--- config.mk ---
export PLATFORM = sky130hd
export DESIGN_NAME = cpu_core_param
export DESIGN_NICKNAME = d
export VERILOG_FILES = /design/src/rtl/cpu_core_param.sv
export SDC_FILE = /design/constraint.sdc
export NUM_CORES = 1
export LEC_CHECK = 0
export ABC_CLOCK_PERIOD_IN_PS = 7700
export CAP_MARGIN = 20
export CELL_PAD_IN_SITES_DETAIL_PLACEMENT = 1
export CELL_PAD_IN_SITES_GLOBAL_PLACEMENT = 1
export CORE_MARGIN = 2
export CORE_UTILIZATION = 26
export CTS_BUF_LIST = sky130_fd_sc_hd__clkbuf_4 sky130_fd_sc_hd__clkbuf_8
export DETAILED_ROUTE_END_ITERATION = 8
export DONT_BUFFER_PORTS = 1
export PLACE_DENSITY_LB_ADDON = 0.15
export SLEW_MARGIN = 20
export SYNTH_ARGS = -nofsm -noshare
export SYNTH_HDL_FRONTEND = slang
export SYNTH_SLANG_ARGS = --single-unit
--- constraint.sdc ---
create_clock -name clk -period 7.7 [get_ports clk]
set_clock_uncertainty 0.05 [all_clocks]
set_input_delay 1.54 -clock clk [delete_from_list [all_inputs] [get_ports clk]]
set_output_delay 1.54 -clock clk [all_outputs]
set_load 0.02 [all_outputs]
--- src/rtl/cpu_core_param.sv ---
// Multi-cycle CPU core: fetch/execute FSM, register bank, ALU, in/out ports; CPU_STEP_EN adds single-step gating.
// Latency: 2 cycles per single-word instruction, 3 for LDI/JMP/JZ, plus one cycle per fetch wait state.
// Backpressure: fetch req/addr held until imem_ack; with CPU_STEP_EN, FETCH waits for a step pulse.
module cpu_core_param #(
    parameter int DATA_W    = 8,
    parameter int ADDR_W    = 8,
    parameter int REG_SEL_W = 2
) (
    input  logic              clk,
    input  logic              rst,
`ifdef CPU_STEP_EN
    input  logic              step,
`endif
    output logic [ADDR_W-1:0] imem_addr,
    output logic              imem_req,
    input  logic              imem_ack,
    input  logic [DATA_W-1:0] imem_rdata,
    input  logic [DATA_W-1:0] in_data,
    output logic [DATA_W-1:0] out,
    output logic              out_valid,
    output logic              carry,
    output logic              zero,
    output logic              halted
);

    localparam int NREG = 1 << REG_SEL_W;
    localparam int IR_W = 4 + 2 * REG_SEL_W;

    localparam logic [3:0] OP_ADD = 4'h1;
    localparam logic [3:0] OP_SUB = 4'h2;
    localparam logic [3:0] OP_AND = 4'h3;
    localparam logic [3:0] OP_OR  = 4'h4;
    localparam logic [3:0] OP_XOR = 4'h5;
    localparam logic [3:0] OP_NOT = 4'h6;
    localparam logic [3:0] OP_SHL = 4'h7;
    localparam logic [3:0] OP_SHR = 4'h8;
    localparam logic [3:0] OP_MOV = 4'h9;
    localparam logic [3:0] OP_LDI = 4'hA;
    localparam logic [3:0] OP_IN  = 4'hB;
    localparam logic [3:0] OP_OUT = 4'hC;
    localparam logic [3:0] OP_JMP = 4'hD;
    localparam logic [3:0] OP_JZ  = 4'hE;
    localparam logic [3:0] OP_HLT = 4'hF;

    typedef enum logic [1:0] {
        S_FETCH,
        S_OPER,
        S_EXEC,
        S_HALT
    } state_t;

    state_t                state;
    state_t                state_nxt;
    logic [ADDR_W-1:0]     pc;
    logic [IR_W-1:0]       ir;
    logic [DATA_W-1:0]     opnd;
    logic [DATA_W-1:0]     regs [NREG];

    logic [3:0]            op;
    logic [REG_SEL_W-1:0]  rd;
    logic [REG_SEL_W-1:0]  rs;
    logic [3:0]            fetch_op;
    logic                  go;
    logic                  fetch_fire;
    logic                  oper_fire;
    logic [DATA_W-1:0]     a;
    logic [DATA_W-1:0]     b;
    logic [DATA_W-1:0]     res;
    logic                  res_c;
    logic                  wr_en;
    logic                  upd_c;
    logic [ADDR_W-1:0]     jmp_tgt;

    assign op       = ir[IR_W-1 -: 4];
    assign rd       = ir[IR_W-5 -: REG_SEL_W];
    assign rs       = ir[REG_SEL_W-1:0];
    assign fetch_op = imem_rdata[DATA_W-1 -: 4];
    assign a        = regs[rd];
    assign b        = regs[rs];
    assign jmp_tgt  = ADDR_W'(opnd);

`ifdef CPU_STEP_EN
    // One pending step at most; a pulse arriving during an accepted fetch re-arms it.
    logic step_pend;
    assign go = step | step_pend;

    always_ff @(posedge clk) begin
        if (rst) begin
            step_pend <= 1'b0;
        end else if (fetch_fire) begin
            step_pend <= step_pend & step;
        end else if (step) begin
            step_pend <= 1'b1;
        end
    end
`else
    assign go = 1'b1;
`endif

    assign imem_addr  = pc;
    assign halted     = (state == S_HALT);
    assign fetch_fire = (state == S_FETCH) && imem_req && imem_ack;
    assign oper_fire  = (state == S_OPER) && imem_ack;

    always_ff @(posedge clk) begin
        if (rst) begin
            state <= S_FETCH;
        end else begin
            state <= state_nxt;
        end
    end

    always_comb begin
        state_nxt = state;
        imem_req  = 1'b0;
        case (state)
            S_FETCH: begin
                imem_req = go;
                if (go && imem_ack) begin
                    if (fetch_op == OP_LDI || fetch_op == OP_JMP || fetch_op == OP_JZ) begin
                        state_nxt = S_OPER;
                    end else begin
                        state_nxt = S_EXEC;
                    end
                end
            end
            S_OPER: begin
                imem_req = 1'b1;
                if (imem_ack) begin
                    state_nxt = S_EXEC;
                end
            end
            S_EXEC: begin
                state_nxt = (op == OP_HLT) ? S_HALT : S_FETCH;
            end
            S_HALT: begin
                state_nxt = S_HALT;
            end
            default: begin
                state_nxt = S_FETCH;
            end
        endcase
    end

    // ALU: result, carry and which flags/registers the opcode touches.
    always_comb begin
        res   = '0;
        res_c = 1'b0;
        wr_en = 1'b0;
        upd_c = 1'b0;
        case (op)
            OP_ADD: begin
                {res_c, res} = {1'b0, a} + {1'b0, b};
                wr_en = 1'b1;
                upd_c = 1'b1;
            end
            OP_SUB: begin
                {res_c, res} = {1'b0, a} - {1'b0, b};
                wr_en = 1'b1;
                upd_c = 1'b1;
            end
            OP_AND: begin
                res   = a & b;
                wr_en = 1'b1;
                upd_c = 1'b1;
            end
            OP_OR: begin
                res   = a | b;
                wr_en = 1'b1;
                upd_c = 1'b1;
            end
            OP_XOR: begin
                res   = a ^ b;
                wr_en = 1'b1;
                upd_c = 1'b1;
            end
            OP_NOT: begin
                res   = ~b;
                wr_en = 1'b1;
                upd_c = 1'b1;
            end
            OP_SHL: begin
                res   = {b[DATA_W-2:0], 1'b0};
                res_c = b[DATA_W-1];
                wr_en = 1'b1;
                upd_c = 1'b1;
            end
            OP_SHR: begin
                res   = {1'b0, b[DATA_W-1:1]};
                res_c = b[0];
                wr_en = 1'b1;
                upd_c = 1'b1;
            end
            OP_MOV: begin
                res   = b;
                wr_en = 1'b1;
            end
            OP_LDI: begin
                res   = opnd;
                wr_en = 1'b1;
            end
            OP_IN: begin
                res   = in_data;
                wr_en = 1'b1;
            end
            default: begin
                res = '0;
            end
        endcase
    end

    always_ff @(posedge clk) begin
        if (rst) begin
            pc        <= '0;
            ir        <= '0;
            opnd      <= '0;
            out       <= '0;
            out_valid <= 1'b0;
            carry     <= 1'b0;
            zero      <= 1'b0;
            for (int i = 0; i < NREG; i++) begin
                regs[i] <= '0;
            end
        end else begin
            out_valid <= 1'b0;
            if (fetch_fire) begin
                ir <= imem_rdata[DATA_W-1 -: IR_W];
                pc <= pc + ADDR_W'(1);
            end
            if (oper_fire) begin
                opnd <= imem_rdata;
                pc   <= pc + ADDR_W'(1);
            end
            if (state == S_EXEC) begin
                if (wr_en) begin
                    regs[rd] <= res;
                    zero     <= (res == '0);
                end
                if (upd_c) begin
                    carry <= res_c;
                end
                if (op == OP_OUT) begin
                    out       <= a;
                    out_valid <= 1'b1;
                end
                if (op == OP_JMP || (op == OP_JZ && zero)) begin
                    pc <= jmp_tgt;
                end
            end
        end
    end

endmodule

* Word level (Yosys, flattened, before mapping)
Memory sizes are Yosys's and may differ from the RTL's. A register that Yosys moved wholly into a read port is not among the register bits. Index checks and enable logic that the tools add are counted.
Cells by class: $mul 0, reductions and logical operators 18, div/mod/pow operators 0, equal/unequal tests 23, magnitude comparators 0, bitwise gates (word level) 5, add/sub/neg operators 3, muxes and demuxes 28, shifts and indexed selects 0
Operators by type and width (number):
- case mux 8 bit (11 select lines) | 1
- equality test 4 bit, second input constant | 11
- two-way mux 8 bit | 5
- two-way mux 2 bit | 9
- equality test 4 x 3 -> 1 bit, second input constant | 4
- OR reduction 8 bit | 2
- two-way mux 1 bit | 11
- OR reduction 11 bit | 1
- adder 8 x 8 -> 9 bit | 1
- subtractor 8 x 8 -> 9 bit | 1
- adder 8 x 1 -> 8 bit, second input constant | 1
- bitwise AND 8 bit | 1
- equality test 4 x 2 -> 1 bit, second input constant | 2
- logical NOT 8 bit | 1
- inverter 8 bit | 1
- bitwise OR 8 bit | 1
- case mux 2 bit (4 select lines) | 1
- AND reduction 2 bit | 4
- bitwise XOR 8 bit | 1
- equality test 2 bit, second input constant | 2
- equality test 4 x 1 -> 1 bit, second input constant | 1
- logical AND 1 bit | 4
- != test 2 bit, second input constant | 2
- case mux 1 bit (4 select lines) | 1
- 5 further kinds | 8
Word-level totals: logic and storage cells 86, output and inout port bits 21, memory bits (writable) 32, memories 1, ROM bits 0, flip-flop bits (word level) 37, bits in latches 0
Memories:
- regs | depth 4, width 8, rd ports 2, clocked after memory_dff 2, wr ports 4, RTL line 57 | logic [DATA_W-1:0] regs [NREG];

* Depth between registers and ports, before layout
depth in word-level cells 9, depth in mapped cells 14

* Worst setup path before layout
OpenSTA, ideal clock, no wires.
kind flip-flop to flip-flop, start point register (tool-made name), end point memory regs[2][7], data pin, path slack 4097 ps, buffers on the path 1, cell stages (with the launch flop) 13, clock period less this slack 3603 ps, data required time 7379 ps, arrival 3283 ps, cell sequence dfxtp_1 -> clkbuf_1 -> mux4_2 -> inv_1 -> ha_1 -> o21ba_2 -> or4_1 -> a21oi_1 -> o21bai_1 -> a311oi_1 -> a31oi_1 -> o21ai_0 -> nor2_1
RTL lines (RTL line):
- end, declared | 57

==> flow_summary_export.csv <==
group,metric,value,unit
status,outcome,"completed",
drt,dr_total_vias,4047,
placed_design,place_congestion,0.853,
setup_path,worstSetupStartpointType,"flip-flop",
clocking,cts_buffer_depth,2,
floorplanning,io_pins,40,
floorplanning,core_area,18800,sq um
setup_path,path_class,"flip-flop to flip-flop",
pwr,p_int,0.000662,W
grt,grt_pass1_wl,26.7,mm
setup_path,path_cells,"mux2_2 > mux2i_1 > ha_1 > or4_1 > a21oi_1 > o21bai_1 > a311oi_1 > a31oi_1 > o21ai_0 > nor2_1",
timing,fin_ws,3.45,ns
timing,rsz0062_at_grt,"no",
floorplanning,core.rowCount,50,
timing,relSlewSlack,0.306,
clocking,cts-buffers-inserted,9,
timing,period_share,0.551,
timing,hold_viol,0,
yosys,syn_inst,542,
drt,firstDrtPassIters,4,
pwr,irDropWorstVdd,0.0937,mV
yosys,syn-cell-area,5000,sq um
final_layout,fin_cells,760,
placed_design,dp.cells,744,
setup_path,critPathMaxFanout,14,
pwr,power_switching,0.000341,W
yosys,synth_seq_area_share,0.356,
clocking,worstSkewPairLatency,0.37,ns
floorplanning,initial_core_util,0.267,
flow_run,timing.max_cap.violations,0,
clocking,ctsResizeCount,0,
timing,setup_viol,0,
clocking,post_cts_buffers,0,
final_layout,drive_gt1_frac,0.0970,
pwr,p_sw_frac,0.340,
yosys,syn_area_per_cell,9.23,sq um
grt,use_met2,0.284,
yosys,synth-edff-count,32,
timing,worstMarginPinSlew,1.04,ns
clocking,htree_num_levels,3,
setup_path,crit_path_max_incr_delay,0.80,ns
final_layout,antennaDiodeCount,0,
pwr,clockPowerShare,0.303,
timing,tns,0,ns
min_path,holdCritPathClass,"flip-flop to flip-flop",
final_layout,fin_nets,571,
grt,antenna_found_initial,0,
clocking,cts_tree,"done",
drt,wire_per_inst,22.5,um
pwr,p_leak,1.86,nW
grt,use_met1,0.241,
grt,grt_pass1_vias,4266,
drt,ant_nets,0,
setup_path,crit_path_end_kind,"flip-flop",
floorplanning,die_x,143,um
placed_design,place_ws,3.44,ns
drt,drt_iter0_drc,195,
clocking,cts-hold-fix-buffers,0,
grt,top_usage_layer,"met2",
yosys,ys_ff_latch,73,
drt,drc,0,
grt,grt_max_degree,44,
yosys,postSynth.asyncResetShare,0,
clocking,cts.sinks,73,
pwr,powerDensity,188,nW/um^2
min_path,hp-start,"jmp_tgt[0]",
floorplanning,die_area,20400,sq um
drt,routed_wl,17.1,mm
grt,grt_overflow,0,
drt,vias_per_cell,5.33,
timing,period_minus_slack,4.25,ns
pwr,p_seq_frac,0.438,
yosys,ys.flop_type,"dfxtp_1",
timing,slew_violations,0,
placed_design,io_buffers,0,
yosys,yosysWarnings,0,
setup_path,cp.required,7.75,ns
placed_design,hpwlAfterDp,13.2,mm
final_layout,syn2layout_area_growth,6.83,%
timing,timing.fmax,0.236,GHz
clocking,root_buffer,"clkbuf_8",
floorplanning,die_y,143,um
setup_path,crit_slowest_cell,"dfxtp_1",
grt,track_usage,0.176,
clocking,clk_pin_slew,0.08,ns
pwr,combPwrFrac,0.259,
yosys,synth_fp_nets,592,
grt,grt_util_met3,0.0292,
yosys,synth_cell_types,72,
setup_path,crit_arrival,4.30,ns
[logic make-up (layout without fill, tap and decap cells)]
group	count (synthesis)	after routing	share of synthesized area
simple gates	186	186	0.168
compound gates	132	132	0.193
flops	73	73	0.356
buf+inv	63	47	0.0558
mux	49	49	0.133
fa+ha+maj	31	31	0.0805
xor+xnor	8	8	0.0140
[per-layer routing]
layer,vias to the layer above,part of all wire
met4,0,0.019
met2,57,0.48
li1,1925,-
met3,19,0.037
met5,-,0
met1,2046,0.47
[worst max-delay path, delay by kind of cell (launching register included)]
kind                       cells  cell delay, ns
DFF                            1            0.80
muxes                          2            0.87
and+or+nand+nor                2            0.67
AOI/OAI and AO/OA              5            1.18
adders and majority gates      1            0.40
[synthesized netlist by cell type, drive strengths merged, types with 12 or more instances]
cell type	number	area share
dfxtp	41	0.16
ha	29	0.073
edfxtp	32	0.19
buf	16	0.021
nand2	44	0.033
inv	27	0.020
nor2	83	0.062
a21oi	25	0.025
nand3	19	0.019
mux2i	31	0.064
clkbuf	20	0.015
o21ai	22	0.022
mux4	12	0.056
[metrics by stage]
step,hold WS [ns],power (W),util,area [sq um]
finish,0.423,0.00100,0.285,5350
detailed placement,0.413,0.000708,0.274,5150
floorplan,0.397,0.000636,-,5000
global placement,0.418,0.000704,0.274,5150
CTS,0.424,0.00102,0.285,5350
global route,0.455,0.00106,0.285,5350
[cells in the final DEF, fill, tap and decap left out, types with 5 or more instances in the layout]
master	Yosys	layout
o21bai_1	6	6
inv_1	26	26
a21oi_1	25	25
and2_1	5	5
nor2b_1	7	7
ha_1	29	29
a31oi_1	5	5
mux2i_1	28	28
a211oi_1	11	11
nand3_1	19	19
o211ai_1	7	7
a221oi_1	5	5
dfxtp_1	41	41
mux2_2	6	6
mux4_2	10	10
nor2_1	83	82
edfxtp_1	32	32
clkbuf_8	0	9
nand2_1	44	44
nand2b_1	5	5
o21ai_0	21	21
[final timing paths]
kind	to	slack (ns)	depth (start not counted)
worst max-delay path	regs[2][7]	3.45	10
worst min-delay path	jmp_tgt[0]	0.42	2
worst max register to register	regs[2][7]	3.45	10
worst min register to register	jmp_tgt[0]	0.42	2
[layout make-up]
class                           instances  area (sq um)
Clock buffer                            9           124
Clock inverter                          7          70.1
Fill cell                            2191         13400
Inverter                               27           101
Multi-Input combinational cell        406          2950
Sequential cell                        73          1780
Tap cell                              234           293
Timing Repair Buffer                    4          30.0
[registers in the layout, summed over array words and instances, names as in the netlist, named ones only]
signal / cells
zero: 1
out_valid: 1
ir: 8
out: 8
regs: 32
imem_addr: 8
carry: 1
state: 2
jmp_tgt: 8
[power groups by stage]
stage	combinational, W	sequential, W	clock (W)
detailed placement	0.000260	0.000449	0
CTS	0.000261	0.000440	0.000317
finish	0.000260	0.000439	0.000304
global route	0.000287	0.000442	0.000329
floorplan	0.000200	0.000436	0
global placement	0.000256	0.000448	0
Power figures use the tool's default switching activity.
